`config.mk`:
```
export PLATFORM = sky130hd
export DESIGN_NAME = cpu_run_ctrl
export DESIGN_NICKNAME = d
export VERILOG_FILES = /design/src/rtl/cpu_run_ctrl.sv
export SDC_FILE = /design/constraint.sdc
export NUM_CORES = 1
export LEC_CHECK = 0
export ABC_AREA = 1
export ABC_CLOCK_PERIOD_IN_PS = 3200
export CELL_PAD_IN_SITES_DETAIL_PLACEMENT = 0
export CELL_PAD_IN_SITES_GLOBAL_PLACEMENT = 1
export CORE_ASPECT_RATIO = 0.9
export CORE_MARGIN = 4
export CORE_UTILIZATION = 31
export CTS_CLUSTER_SIZE = 8
export DETAILED_ROUTE_END_ITERATION = 10
export HOLD_SLACK_MARGIN = 0.1
export PLACE_DENSITY = 0.85
export SLEW_MARGIN = 20
export SYNTH_ARGS = -nofsm -noshare
export SYNTH_HDL_FRONTEND = slang
export SYNTH_SLANG_ARGS = --single-unit
```
`constraint.sdc`:
```
create_clock -name clk -period 3.2 [get_ports clk]
set_clock_uncertainty 0.2 [all_clocks]
set_input_delay 0.32 -clock clk [delete_from_list [all_inputs] [get_ports clk]]
set_output_delay 0.32 -clock clk [all_outputs]
set_load 0.005 [all_outputs]
```
`src/rtl/cpu_run_ctrl.sv`:
```
// Run controller: loads a program into instruction memory with the core held
// in reset, releases it, and detects the final fetch to stop the run.
module cpu_run_ctrl #(
    parameter int ADDR_W       = 8,
    parameter int DRAIN_CYCLES = 2,
    parameter int TIMEOUT_W    = 16
) (
    input  logic              clk,
    input  logic              rst,
    input  logic              start,
    input  logic              ld_valid,
    input  logic [31:0]       ld_data,
    input  logic              ld_last,
    output logic              ld_ready,
    output logic              imem_we,
    output logic [ADDR_W-1:0] imem_waddr,
    output logic [31:0]       imem_wdata,
    output logic              cpu_rst,
    input  logic [31:0]       pc,
    input  logic [31:0]       ins,
    output logic              busy,
    output logic              done,
    output logic              err,
    output logic [ADDR_W:0]   word_count
);

    localparam logic [2:0] S_IDLE    = 3'd0;
    localparam logic [2:0] S_LOAD    = 3'd1;
    localparam logic [2:0] S_RELEASE = 3'd2;
    localparam logic [2:0] S_RUN     = 3'd3;
    localparam logic [2:0] S_DRAIN   = 3'd4;
    localparam logic [2:0] S_DONE    = 3'd5;
    localparam logic [2:0] S_ERR     = 3'd6;

    logic [2:0]           state;
    logic [ADDR_W-1:0]    last_idx;
    logic [31:0]          last_word;
    logic [TIMEOUT_W-1:0] wdog;
    logic [TIMEOUT_W-1:0] wdog_nxt;
    logic [3:0]           drain_cnt;
    logic [ADDR_W-1:0]    waddr;
    logic                 accept;
    logic                 halt_hit;

    assign waddr    = word_count[ADDR_W-1:0];
    assign accept   = (state == S_LOAD) && ld_valid;
    assign wdog_nxt = wdog + 1'b1;

    // Full 32-bit compare: any PC bit above the program window blocks a match.
    assign halt_hit = (pc == {{(30-ADDR_W){1'b0}}, last_idx, 2'b00})
                   && (ins == last_word);

    assign ld_ready = (state == S_LOAD);
    assign cpu_rst  = !((state == S_RUN) || (state == S_DRAIN));
    assign busy     = (state == S_LOAD) || (state == S_RELEASE)
                   || (state == S_RUN)  || (state == S_DRAIN);
    assign done     = (state == S_DONE);
    assign err      = (state == S_ERR);

    always_ff @(posedge clk or posedge rst) begin
        if (rst) begin
            state      <= S_IDLE;
            word_count <= '0;
            imem_we    <= 1'b0;
            imem_waddr <= '0;
            imem_wdata <= '0;
            last_idx   <= '0;
            last_word  <= '0;
            wdog       <= '0;
            drain_cnt  <= '0;
        end else begin
            imem_we <= accept;
            if (accept) begin
                imem_waddr <= waddr;
                imem_wdata <= ld_data;
                last_idx   <= waddr;
                last_word  <= ld_data;
                word_count <= word_count + 1'b1;
            end
            unique case (state)
                S_IDLE, S_DONE, S_ERR: begin
                    if (start) begin
                        state      <= S_LOAD;
                        word_count <= '0;
                        wdog       <= '0;
                        drain_cnt  <= '0;
                        last_idx   <= '0;
                        last_word  <= '0;
                    end
                end
                S_LOAD: begin
                    if (accept) begin
                        if (ld_last)
                            state <= S_RELEASE;
                        else if (&waddr)
                            state <= S_ERR;
                    end
                end
                S_RELEASE: state <= S_RUN;
                S_RUN: begin
                    wdog <= wdog_nxt;
                    if (halt_hit) begin
                        state     <= S_DRAIN;
                        drain_cnt <= 4'(DRAIN_CYCLES - 1);
                    end else if (&wdog_nxt) begin
                        state <= S_ERR;
                    end
                end
                S_DRAIN: begin
                    if (drain_cnt == 4'd0)
                        state <= S_DONE;
                    else
                        drain_cnt <= drain_cnt - 4'd1;
                end
                default: state <= S_IDLE;
            endcase
        end
    end

endmodule

```
==> results.sh <==
export IMPL_outcome="complete, no violations"
export IMPL_wl_microns=15750
export IMPL_worstMarginPinSlew_ps=928.2
export IMPL_p_comb_frac=0.375
export IMPL_ctsHtreeMaxLevel=4
export IMPL_route_layer_met1_wl_microns=7594
export IMPL_cts_resized=0
export IMPL_clock_fmax_mhz=360.7
export IMPL_post_route_period_util=0.8663
export IMPL_initial_utilization=0.3198
export IMPL_setup_tns_ps=0
export IMPL_ir_drop_v=0.0003544
export IMPL_grt_pass1_vias=5241
export IMPL_place_hpwl_microns=11250
export IMPL_drive_above_1_share=0.06313
export IMPL_yosys_mux_area_fraction=0
export IMPL_final_hold_violation_count=0
export IMPL_syn_nets=931
export IMPL_synth_simple_gate_area_frac=0.3224
export IMPL_gp_congestion=0.7991
export IMPL_layout_common_cells="nand2_1 (357), clkdlybuf4s50_1 (155), inv_1 (124)"
export IMPL_worst_setup_path_end_kind="flop"
export IMPL_synth_cell_types=30
export IMPL_die_h_microns=139.3
export IMPL_synthXorXnorAreaFrac=0.03538
export IMPL_swShare=0.3501
export IMPL_vias=5349
export IMPL_dp_slack_ps=602.0
export IMPL_via_per_inst=4.303
export IMPL_clockPowerShare=0.276
export IMPL_intPower_mw=4.118
export IMPL_async_reset_ff_frac=1.000
export IMPL_ys_seq_elements=113
export IMPL_first_pass_iters=5
export IMPL_grt_pass1_wl_microns=26360
export IMPL_highest_layer="met4"
export IMPL_synth_edf_count=0
export IMPL_synth_top_family_by_area="simple AND/OR/NAND/NOR gates"
export IMPL_dieArea_sq_um=21450
export IMPL_crit_type="reg2reg"
export IMPL_clk_insertion_delay_late_ps=410
export IMPL_layout_commonest_cell="nand2_1"
export IMPL_worstSetupStartpointType="flop"
export IMPL_synth_cell_area_sq_um=5942
export IMPL_setup_violations=0
export IMPL_min_path_type="reg2reg"
export IMPL_postSynthCellCount=826
export IMPL_power_density_nw_per_um2=761.4
export IMPL_grt_start_max_net_pins=63
export IMPL_antenna_found_initial=0
export IMPL_wl_met3_microns=950
export IMPL_critPathArrivalTime_ps=2900
export IMPL_core_area_sq_um=18580
export IMPL_die_w_microns=153.9
export IMPL_clk_pin_slew_ps=60
export IMPL_antenna_cells=0
export IMPL_max_slew_margin=0.3812
export IMPL_grt_ovfl_total=0
export IMPL_fill_cells=1876
export IMPL_required_ps=3330
export IMPL_num_io_pins=156
export IMPL_cts_sinks=113
export IMPL_seqPwrFrac=0.349
export IMPL_wl_per_cell_microns=12.67
export IMPL_regToRegSetupSlack_ps=430
export IMPL_rsz0062_at_grt="no"
export IMPL_cts_root_buffer_cell="clkbuf_16"
export IMPL_cts_buffer_depth=2
export IMPL_final_max_slew_viol_count=0
export IMPL_synth_compound_area_frac=0.05728
export IMPL_drtIter0Drc=230
export IMPL_drc_errors=0
export IMPL_cts_tree="yes"
export IMPL_period_minus_slack_ps=2772
export IMPL_synthAdderAreaFrac=0.008423
export IMPL_synth_warnings=0
export IMPL_maxCapViolCount=0
export IMPL_io_buffers=155
export IMPL_yosysSeqAreaShare=0.4759
export IMPL_area_delta_synth_final_pct=40.05
export IMPL_cts_buffers=17
export IMPL_p_leak_nw=4.339
export IMPL_grt_usage=0.1509
export IMPL_layout_nets=1092
export IMPL_fp_row_count=47
export IMPL_power_switching_mw=2.218
export IMPL_synth_main_ff_cell="dfrtp_1"
export IMPL_ant_nets=0
export IMPL_worst_slack_ps=427.8
export IMPL_postSynthAreaPerCell_sq_um=7.194
export IMPL_cp_max_fo=59
export IMPL_dr_wl_met2_microns=7105
power by group through the flow:
stage | clock network [mW] | registers, mW | logic [mW]
2_1_floorplan | 0 | 2.20 | 1.43
3_3_place_gp | 0 | 2.23 | 2.37
3_5_place_dp | 0 | 2.23 | 2.40
4_1_cts | 1.80 | 2.22 | 2.41
5_1_grt | 1.87 | 2.28 | 2.72
6_report | 1.75 | 2.21 | 2.37
sequential cells by signal, summed over array words and instances, names as in the netlist:
register / cells
last_idx: 8
last_word: 32
state: 3
imem_waddr: 8
drain_cnt: 4
word_count: 9
wdog: 16
imem_wdata: 32
imem_we: 1
worst max-delay path, stage by stage (launching register included):
cell,delay [ps]
dfrtp_1,420
inv_1,120
nand3_2,150
nor2_4,350
clkinv_2,820
nor2_1,370
o21ai_0,120
a21oi_1,150
Yosys cell counts, types with 3 or more instances:
| master | instances | area [sq um] |
|---|---|---|
| nand4_1 | 4 | 25.02 |
| o21ai_0 | 45 | 225.2 |
| nand3_2 | 3 | 30.03 |
| nand2_1 | 357 | 1340 |
| nand2_2 | 6 | 37.54 |
| dfrtp_1 | 113 | 2828 |
| inv_1 | 126 | 473.0 |
| ha_1 | 4 | 50.05 |
| o21ai_1 | 6 | 30.03 |
| nor3_1 | 7 | 35.03 |
| nand3_1 | 19 | 95.09 |
| xor2_1 | 14 | 122.6 |
| inv_2 | 6 | 22.52 |
| buf_2 | 10 | 50.05 |
| xnor2_1 | 10 | 87.58 |
| nor2_2 | 7 | 43.79 |
| nor2_1 | 62 | 232.7 |
| a21oi_1 | 5 | 25.02 |
| clkbuf_1 | 7 | 26.28 |
final timing paths:
kind,from,end,cells past startpoint
min reg2reg,imem_wdata[31]$_DFFE_PP0P_,imem_wdata[31]$_DFFE_PP0P_,2
max reg2reg,state[2]$_DFFE_PP0P_,word_count[8]$_DFF_PP0_,7
min,imem_wdata[31]$_DFFE_PP0P_,imem_wdata[31]$_DFFE_PP0P_,2
max in group asynchronous,rst,last_word[28]$_DFF_PP0_,4
max,state[2]$_DFFE_PP0P_,word_count[8]$_DFF_PP0_,7
min in group asynchronous,rst,imem_wdata[0]$_DFFE_PP0P_,3
timing repair:
action | 4_1_cts | 5_1_grt
hold buffers | 1 | 0
endpoints found under the hold margin | 1 | 0
setup buffers | 0 | 0
setup endpoints to repair | 0 | 0
final cells by class:
type | instances | area [sq um] | share of cell area
Sequential cell | 113 | 2828 | 0.3398
Multi-Input combinational cell | 561 | 2516 | 0.3024
Tap cell | 245 | 306.5 | 0.03684
Timing Repair Buffer | 162 | 1632 | 0.1961
Inverter | 132 | 500.5 | 0.06014
Clock buffer | 24 | 481.7 | 0.05789
Clock inverter | 6 | 57.56 | 0.006916
cell families after synthesis:
logic type / count (synthesis)
adder cells (fa/ha/maj): 4
flip-flops: 113
AND/OR/NAND/NOR: 471
buffers and inverters: 152
AO/OA/AOI/OAI: 62
XOR/XNOR: 24
per-stage QoR:
stage | hold WS [ps] | instances | utilization | cell area, sq um | power, mW
after floorplan | 250.0 | 826 | - | 5946 | 3.630
after global routing | 272.5 | 1243 | 0.4478 | 8322 | 6.873
after detailed placement | 257.9 | 1212 | 0.4182 | 7771 | 4.632
final | 268.9 | 1243 | 0.4478 | 8322 | 6.336
after global placement | 254.5 | 1212 | 0.4182 | 7771 | 4.595
after CTS | 250.8 | 1243 | 0.4478 | 8320 | 6.431
layer usage:
metal	up-vias	global-route usage
met5	-	0
met1	2422	0.2030
met3	6	0.04657
met4	0	0.03857
li1	2792	-
met2	129	0.2384
(Power assumes the default switching activity.)
